**src/rtl/fft_usb_pkg.sv**
```systemverilog
// Shared definitions for the FFT <-> FX2 USB datapath (input side and result serializer).
package fft_usb_pkg;

  localparam int WORD_W = 16;

  // FX2 slave-FIFO endpoint selects seen on fx2_a
  localparam logic [1:0] EP_OUT_ADDR = 2'b00;
  localparam logic [1:0] EP_IN_ADDR  = 2'b10;

  typedef enum logic [2:0] {
    IDLE,
    REQ,
    WRITE,
    PKTEND,
    DONE
  } state_t;

  // 16-bit words in one frame of 2**npoint complex samples
  function automatic int nwords(input int npoint);
    return 2 ** (npoint + 1);
  endfunction

endpackage

```
**src/rtl/fx2_wr_strobe.sv**
```systemverilog
// FX2 slave-FIFO write strobe: registered slwr_n plus the accept flag for the edge where
// the FIFO takes the word. A refused word (full_n low) stays put and slwr_n backs off.
module fx2_wr_strobe (
  input  logic clk,
  input  logic rst,
  input  logic arm,
  input  logic full_n,
  output logic slwr_n,
  output logic accept
);

  assign accept = ~slwr_n & full_n;

  always_ff @(posedge clk) begin
    if (rst) slwr_n <= 1'b1;
    else     slwr_n <= ~(arm & full_n);
  end

endmodule

```
**src/rtl/fft_dout_serializer.sv**
```systemverilog
// Drains one FFT result frame into the FX2 IN FIFO as 16-bit words (real/imag interleaved).
//   state  | meaning
//   IDLE   | waiting for fft_dout_valid, frame captured on it
//   REQ    | bus_req high, waiting for bus_gnt (also after a grant loss)
//   WRITE  | streaming words, one per accepted slwr_n strobe
//   PKTEND | commit the short packet once FIFO has room and bus is owned
//   DONE   | single cycle, frame_done high, release bus and busy
module fft_dout_serializer
  import fft_usb_pkg::*;
#(
  parameter int         NPOINT    = 3,
  parameter logic [1:0] EP_ADDR   = EP_IN_ADDR,
  parameter bit         PKTEND_EN = 1'b1
) (
  input  logic                            clk,
  input  logic                            rst,
  input  logic                            fft_dout_valid,
  output logic                            fft_dout_busy,
  input  logic [WORD_W*(2**NPOINT)-1:0]   fft_dout_real,
  input  logic [WORD_W*(2**NPOINT)-1:0]   fft_dout_imag,
  output logic                            bus_req,
  input  logic                            bus_gnt,
  input  logic                            fx2_full_n,
  output logic                            fx2_slwr_n,
  output logic                            fx2_pktend_n,
  output logic [1:0]                      fx2_a,
  output logic [WORD_W-1:0]               fx2_dout,
  output logic                            fx2_dout_oe,
  output logic                            frame_done,
  output logic [15:0]                     frame_count
);

  localparam int              NSAMP    = 2 ** NPOINT;
  localparam int              IW       = NPOINT + 1;
  localparam logic [IW-1:0]   LAST_IDX = IW'(nwords(NPOINT) - 1);

  state_t              state;
  logic [IW-1:0]       word_idx;
  logic [IW-1:0]       idx_inc;
  logic [WORD_W-1:0]   real_buf [NSAMP];
  logic [WORD_W-1:0]   imag_buf [NSAMP];
  logic [WORD_W-1:0]   word_cur;
  logic [WORD_W-1:0]   word_nxt;
  logic                capture;
  logic                last_word;
  logic                accept;
  logic                arm;

  assign idx_inc   = word_idx + IW'(1);
  assign word_cur  = word_idx[0] ? imag_buf[word_idx[IW-1:1]] : real_buf[word_idx[IW-1:1]];
  assign word_nxt  = idx_inc[0]  ? imag_buf[idx_inc[IW-1:1]]  : real_buf[idx_inc[IW-1:1]];
  assign capture   = ~rst & (state == IDLE) & fft_dout_valid;
  assign last_word = (word_idx == LAST_IDX);

  // Keep strobing only while owned and words remain after this edge's accept.
  assign arm = bus_gnt & ((state == REQ) | ((state == WRITE) & ~(accept & last_word)));

  fx2_wr_strobe u_strobe (
    .clk    (clk),
    .rst    (rst),
    .arm    (arm),
    .full_n (fx2_full_n),
    .slwr_n (fx2_slwr_n),
    .accept (accept)
  );

  always_ff @(posedge clk) begin
    if (capture) begin
      for (int k = 0; k < NSAMP; k++) begin
        real_buf[k] <= fft_dout_real[k*WORD_W +: WORD_W];
        imag_buf[k] <= fft_dout_imag[k*WORD_W +: WORD_W];
      end
    end
  end

  always_ff @(posedge clk) begin
    if (rst) begin
      state         <= IDLE;
      fft_dout_busy <= 1'b0;
      bus_req       <= 1'b0;
      fx2_pktend_n  <= 1'b1;
      fx2_a         <= 2'b00;
      fx2_dout      <= '0;
      fx2_dout_oe   <= 1'b0;
      frame_done    <= 1'b0;
      frame_count   <= '0;
      word_idx      <= '0;
    end else begin
      frame_done <= 1'b0;
      case (state)
        IDLE: begin
          if (fft_dout_valid) begin
            fft_dout_busy <= 1'b1;
            bus_req       <= 1'b1;
            state         <= REQ;
          end
        end
        REQ: begin
          if (bus_gnt) begin
            fx2_a       <= EP_ADDR;
            fx2_dout_oe <= 1'b1;
            fx2_dout    <= word_cur;
            state       <= WRITE;
          end
        end
        WRITE: begin
          fx2_dout_oe <= bus_gnt;
          if (accept) begin
            word_idx <= idx_inc;
            fx2_dout <= word_nxt;
          end
          if (accept && last_word) begin
            if (PKTEND_EN) begin
              state <= PKTEND;
            end else begin
              frame_done  <= 1'b1;
              frame_count <= frame_count + 16'd1;
              state       <= DONE;
            end
          end else if (!bus_gnt) begin
            state <= REQ;
          end
        end
        PKTEND: begin
          fx2_dout_oe <= bus_gnt;
          if (bus_gnt && fx2_full_n) begin
            fx2_pktend_n <= 1'b0;
            frame_done   <= 1'b1;
            frame_count  <= frame_count + 16'd1;
            state        <= DONE;
          end
        end
        DONE: begin
          fx2_pktend_n  <= 1'b1;
          fft_dout_busy <= 1'b0;
          bus_req       <= 1'b0;
          fx2_dout_oe   <= 1'b0;
          fx2_a         <= 2'b00;
          fx2_dout      <= '0;
          word_idx      <= '0;
          state         <= IDLE;
        end
        default: state <= IDLE;
      endcase
    end
  end

endmodule

```
**config.mk**
```make
export PLATFORM = sky130hd
export DESIGN_NAME = fft_dout_serializer
export DESIGN_NICKNAME = d
export VERILOG_FILES = /design/src/rtl/fft_usb_pkg.sv /design/src/rtl/fx2_wr_strobe.sv /design/src/rtl/fft_dout_serializer.sv
export SDC_FILE = /design/constraint.sdc
export NUM_CORES = 1
export LEC_CHECK = 0
export CORE_MARGIN = 2
export CORE_UTILIZATION = 35
export CTS_CLUSTER_SIZE = 12
export DETAILED_ROUTE_END_ITERATION = 8
export PLACE_DENSITY = 0.56
export RECOVER_POWER = 50
export SLEW_MARGIN = 40
export SYNTH_ARGS = -nofsm -noshare
export SYNTH_HDL_FRONTEND = slang
export SYNTH_SLANG_ARGS = --single-unit
```
**constraint.sdc**
```tcl
create_clock -name clk -period 10.8 [get_ports clk]
set_input_delay 1.08 -clock clk [delete_from_list [all_inputs] [get_ports clk]]
set_output_delay 1.08 -clock clk [all_outputs]
set_load 0.02 [all_outputs]
```
==> flow_metrics.tcl, run 1 <==
set metrics [dict create \
    port_buffers 299 \
    cp_cell_sequence "dlygate4sd3_1 > clkbuf_1 > nor2_1 > and3_1 > buf_12 > buf_12" \
    grtUsageMet1 0.223 \
    worst_ep_required_time_ns 10.96 \
    dp_hpwl_mm 27.6 \
    track_usage 0.192 \
    ios 301 \
    reg2reg_to "imag_buf[3][10]" \
    worstHoldPathCells 2 \
    synth-simple-area-share 0.0497 \
    power.internal_mw 2.13 \
    netSwitchingFraction 0.214 \
    power_leakage_nw 5.72 \
    endpoint_kind "flip-flop" \
    post_cts_buffers 0 \
    layout_common_cells "dlygate4sd3_1, edfxtp_1, mux4_2" \
    core_sq_um 37800 \
    grt_pass1_vias 8940 \
    hp-start "fx2_pktend_n" \
    drive_above_1_share 0.193 \
    p_clk_frac 0.430 \
    cts-hold-fix-buffers 0 \
    cts_resized 0 \
    fin_crit_ns 4.81 \
    grt_use_met2 0.339 \
    setup_tns_ns 0 \
    synthesis.nets 1015 \
    p_seq_frac 0.501 \
    slew_headroom -0.135 \
    setup_viol_count_final 0 \
    drt-pass1-iter-count 4 \
    drt_iter0_markers 579 \
    nFillCells 3284 \
    grt_pass1_wl_mm 56.8 \
    whs_ns 0.442 \
    grt.busiest_layer "met2" \
    area_growth_pct 35.4 \
    status "complete, but fails checks" \
    antenna_found_initial 10 \
    wl_per_cell_um 24.3 \
    tightestPinTransition_ns 1.70 \
    placed_cells 1520 \
    combPwrFrac 0.070 \
    cts.sinks 304 \
    synthFlopType "edfxtp_1" \
    vdd_drop_max_v 0.000124 \
    final_util 0.483 \
    cts_root_buffer "clkbuf_16" \
    rsz0062_at_grt "false" \
    antenna_left 0 \
    clk_pin_slew_worst_paths_ns 0.06 \
    synth_top_family_by_area "multiplexers" \
    synth.avg_cell_area_sq_um 18.0 \
    cts_buffers 36 \
    critical_path.slowest_cell "and3_1" \
    cts_tree "built" \
    globalplace.congestion 0.827 \
    fin_cells 1590 \
    grt_max_degree 142 \
    grt_overflow 0 \
    die_h_um 200 \
    arrival_ns 4.97 \
    ys_seq_area_frac 0.640 \
    layout_commonest_cell "dlygate4sd3_1" \
    r2r_slack_ns 7.29 \
    clk_latency_ns 0.55 \
    fin_crit_sh 0.445 \
    hold_viol 0 \
    synth-adder-area-share 0.00185 \
    route.detailed.drc 0 \
    worstPathMaxFanout 141 \
    drv_slew 35 \
    max_stage_delay_ns 1.36 \
    clk_path_buf_depth 3 \
    violations "capacitance limit, slew limit" \
    synthDistinctLibCells 44 \
    muxShareOfSynthArea 0.239 \
    cp_common_cell "buf_12" \
    htreeDepth 2 \
    nets 1311 \
    dieArea_sq_um 40200 \
    synth_edf_count 256 \
    viasPerCell 5.29 \
    initial_core_util 0.357 \
    grt_use_met3 0.0513 \
    die_w_um 200 \
    r2r-start "state[0]" \
    critPathKind "primary input to flip-flop" \
    p_per_area_nw_per_um2 148 \
    startpoint_type "primary input" \
    worstHoldPathType "flip-flop to flip-flop" \
    syn-instance-count 752 \
    ys_warn_count 0 \
    synth_compound_area_frac 0.0376 \
    fin_skew_ns 0.0157 \
    fmax_ghz 0.208 \
    num_vias 8413 \
    synth-async-reset-ratio 0 \
    synth-seq-cells 304 \
    p_sw_uw 581 \
    netlist_area_sq_um 13500 \
    worstRegToRegCells 4 \
    fp-row-count 71 \
    synth_xor_area_frac 0.0131 \
    max-cap-violations 1 \
    worstHoldEndpoint "fx2_pktend_n" \
    drt-total-wl_mm 38.6 \
]
[flip-flops by register name, summed over array words and instances (netlist names), 3 cells and up, named ones only]
name,count
frame_count,16
fx2_dout,16
imag_buf,128
real_buf,128
state,3
word_idx,4
[how the worst max path moves through the flow]
| stage | startpoint | to | slack [ns] | cells past startpoint |
|---|---|---|---|---|
| after floorplan | rst | imag_buf[0][0] | 2.80 | 3 |
| after global placement | rst | real_buf[0][8] | 6.85 | 5 |
| after detailed placement | rst | imag_buf[3][10] | 6.89 | 6 |
| after CTS | rst | imag_buf[3][10] | 7.46 | 6 |
| after global routing | rst | imag_buf[3][10] | 5.69 | 6 |
| final | rst | imag_buf[3][10] | 5.99 | 6 |
[synthesized netlist by cell type (2+ instances only)]
library cell	count	share of area
xor2_1	9	0.0058
buf_2	18	0.0067
dfxtp_1	48	0.071
and4_1	2	0.0013
and2_1	3	0.0014
nor2_1	22	0.0061
buf_4	2	0.0011
or4_1	2	0.0011
nand2_1	44	0.012
o21ai_0	5	0.0019
nand3b_1	2	0.0011
o21ai_1	2	0.00074
clkbuf_1	27	0.0075
nand4_1	21	0.0097
o22ai_1	18	0.0083
nor3b_1	3	0.0017
a32oi_1	28	0.018
xnor2_1	8	0.0052
nand3_1	8	0.0030
or3_1	4	0.0019
nor3_1	9	0.0033
nor2b_1	2	0.00093
a21oi_1	11	0.0041
or2_2	3	0.0014
buf_1	9	0.0025
ha_1	2	0.0019
a31oi_1	2	0.00093
mux2i_1	34	0.025
inv_1	4	0.0011
mux4_2	128	0.21
and3_1	4	0.0019
edfxtp_1	256	0.57
[power groups by stage]
| stage | clock, mW | sequential (mW) | combinational [mW] |
|---|---|---|---|
| floorplan | 0 | 1.39 | 0.0673 |
| global placement | 0 | 1.38 | 0.209 |
| detailed placement | 0 | 1.38 | 0.210 |
| CTS | 1.20 | 1.36 | 0.212 |
| global route | 1.24 | 1.36 | 0.201 |
| finish | 1.17 | 1.36 | 0.189 |
[critical path, delay by kind of cell]
kind,cells,cell delay [ns]
buf+inv,4,1.92
simple gates,2,1.75
[cell families (layout without fill, tap and decap cells)]
family	Yosys count	after routing
compound gates	72	72
xor+xnor	18	18
fa+ha+maj	2	2
buf+inv	60	383
flops	304	304
mux	162	162
other cells	1	5
simple gates	133	133
[metal layers]
metal  wire (um)  part of all wire  up-vias
met2       20000              0.52      333
met1       14700              0.38     4236
met4        1300             0.034       12
li1            -                 -     3760
met5          85            0.0022        -
met3        2470             0.064       72
[final cells by class]
class	count	area [sq um]	share of cell area
Sequential cell	304	8660	0.473
Multi-Input combinational cell	388	4690	0.256
Antenna cell	4	10.0	0.000547
Clock inverter	17	138	0.00753
Inverter	4	15.0	0.000821
Tap cell	511	639	0.0350
Timing Repair Buffer	314	3150	0.172
Clock buffer	48	987	0.0540
[metrics by stage]
| step | cell area (sq um) | worst slack (ns) | total power [mW] |
|---|---|---|---|
| final | 18300 | 5.99 | 2.71 |
| after global routing | 18300 | 5.69 | 2.81 |
| after CTS | 18300 | 7.46 | 2.77 |
| after detailed placement | 17100 | 6.89 | 1.59 |
| after global placement | 17100 | 6.85 | 1.59 |
| after floorplan | 13500 | 2.80 | 1.46 |
No activity file was read; power rests on OpenSTA's default activity.
==> run 2: changes to the inputs <==
Clock period 10.8 ns to 4.78 ns, I/O delays scaled along.
==> flow_metrics.tcl, run 2 (synthesis gave the netlist of run 1 again) <==
set metrics [dict create \
    p_clk_frac 0.431 \
    layout_common_cells "dlygate4sd3_1, edfxtp_1, mux4_2" \
    worst_ep_required_time_ns 4.97 \
    tightestPinTransition_ns 2.26 \
    power_leakage_nw 5.86 \
    die_h_um 200 \
    htreeDepth 2 \
    initial_core_util 0.357 \
    power.internal_mw 4.90 \
    drt-total-wl_mm 40.5 \
    viasPerCell 5.36 \
    fin_skew_ns 0.0122 \
    p_per_area_nw_per_um2 336 \
    fp-row-count 71 \
    cts_tree "built" \
    nFillCells 3257 \
    grt_pass1_vias 9114 \
    worstPathMaxFanout 40 \
    endpoint_kind "flip-flop" \
    slew_headroom -0.509 \
    fmax_ghz 0.284 \
    reg.largest.list "imag_buf x128, real_buf x128" \
    status "complete, but fails checks" \
    grt_pass1_wl_mm 59.1 \
    cts-hold-fix-buffers 0 \
    fin_crit_ns 3.53 \
    grt_max_degree 54 \
    multiInputGateArea_sq_um 4670 \
    hold_viol 0 \
    clk_pin_slew_worst_paths_ns 0.06 \
    p_seq_frac 0.499 \
    num_vias 8561 \
    dp_hpwl_mm 29.6 \
    drt_iter0_markers 675 \
    area_growth_pct 36.1 \
    drive_above_1_share 0.195 \
    r2r-start "state[0]" \
    cts.sinks 304 \
    vdd_drop_max_v 0.000282 \
    globalplace.congestion 0.860 \
    antenna_left 0 \
    cp-startpoint "rst" \
    drt-pass1-iter-count 7 \
    critPathKind "primary input to flip-flop" \
    dieArea_sq_um 40200 \
    worstHoldPathType "flip-flop to flip-flop" \
    wl_per_cell_um 25.4 \
    nets 1317 \
    core_sq_um 37800 \
    setup_viol_count_final 0 \
    track_usage 0.201 \
    layout_commonest_cell "dlygate4sd3_1" \
    fin_total_pwr_mw 6.17 \
    hp-start "fx2_pktend_n" \
    cts_resized 0 \
    final_util 0.486 \
    clk_path_buf_depth 3 \
    fin_crit_sh 0.738 \
    port_buffers 299 \
    rsz0062_at_grt "false" \
    cts_root_buffer "clkbuf_16" \
    setup_tns_ns 0 \
    violations "capacitance limit, slew limit" \
    die_w_um 200 \
    seq_area_sq_um 8660 \
    clk_latency_ns 0.52 \
    cts_buffers 35 \
    whs_ns 0.437 \
    antenna_found_initial 17 \
    ios 301 \
    route.detailed.drc 0 \
    arrival_ns 3.72 \
    combPwrFrac 0.070 \
    startpoint_type "primary input" \
    drv_slew 37 \
    p_sw_mw 1.27 \
    netSwitchingFraction 0.206 \
    max-cap-violations 1 \
    grt_overflow 0 \
    post_cts_buffers 0 \
]
==> run 2: cell count changes in the layout (fill, tap and decap cells not counted), moves of 2 or more <==
cell and delta:
buf_4 +4, dlygate4sd3_1 +19, clkdlybuf4s50_1 -19, clkinv_1 -3, inv_6 -2, buf_12 +3, clkbuf_1 +2
==> run 2: through the flow <==
step	cell area, sq um	std cells	setup slack (ns)
after global routing	18400	1593	1.02
after floorplan	13500	752	0.353
after global placement	17200	1526	1.69
after CTS	18400	1591	1.80
after detailed placement	17200	1528	1.81
final	18400	1596	1.25
==> run 2: worst paths after layout <==
check               endpoint  slack, ns  cells after the start
max reg2reg  imag_buf[4][15]       1.40                      3
min reg2reg     fx2_pktend_n       0.44                      2
max          imag_buf[4][15]       1.25                      4
min             fx2_pktend_n       0.44                      2
==> run 2: worst max-delay path, stage by stage <==
cell             delay [ns]
clkdlybuf4s50_1        0.66
nor2_1                 0.30
and3_1                 1.75
buf_4                  0.50
==> run 2: layout make-up <==
cell class / instances / share of cell area
timing repair buffer: 321 / 0.176
clock inverter: 12 / 0.00721
sequential: 304 / 0.471
clock buffer: 51 / 0.0554
tap: 511 / 0.0348
inverter: 4 / 0.000816
antenna: 5 / 0.000680
multi-input combinational: 388 / 0.254
==> run 2: power by group through the flow <==
stage | combinational [mW] | sequential (mW) | clock (mW)
after CTS | 0.483 | 3.08 | 2.73
after global routing | 0.461 | 3.09 | 2.83
after floorplan | 0.152 | 3.12 | 0
after global placement | 0.478 | 3.13 | 0
after detailed placement | 0.481 | 3.13 | 0
final | 0.432 | 3.08 | 2.66
==> run 2: per-layer routing <==
| metal | GRT usage | vias to the layer above | wire length, um |
|---|---|---|---|
| met4 | 0.0614 | 16 | 1180 |
| met5 | 0 | - | 101 |
| met1 | 0.230 | 4348 | 15100 |
| met3 | 0.0576 | 77 | 3020 |
| met2 | 0.362 | 347 | 21200 |
| li1 | - | 3773 | - |
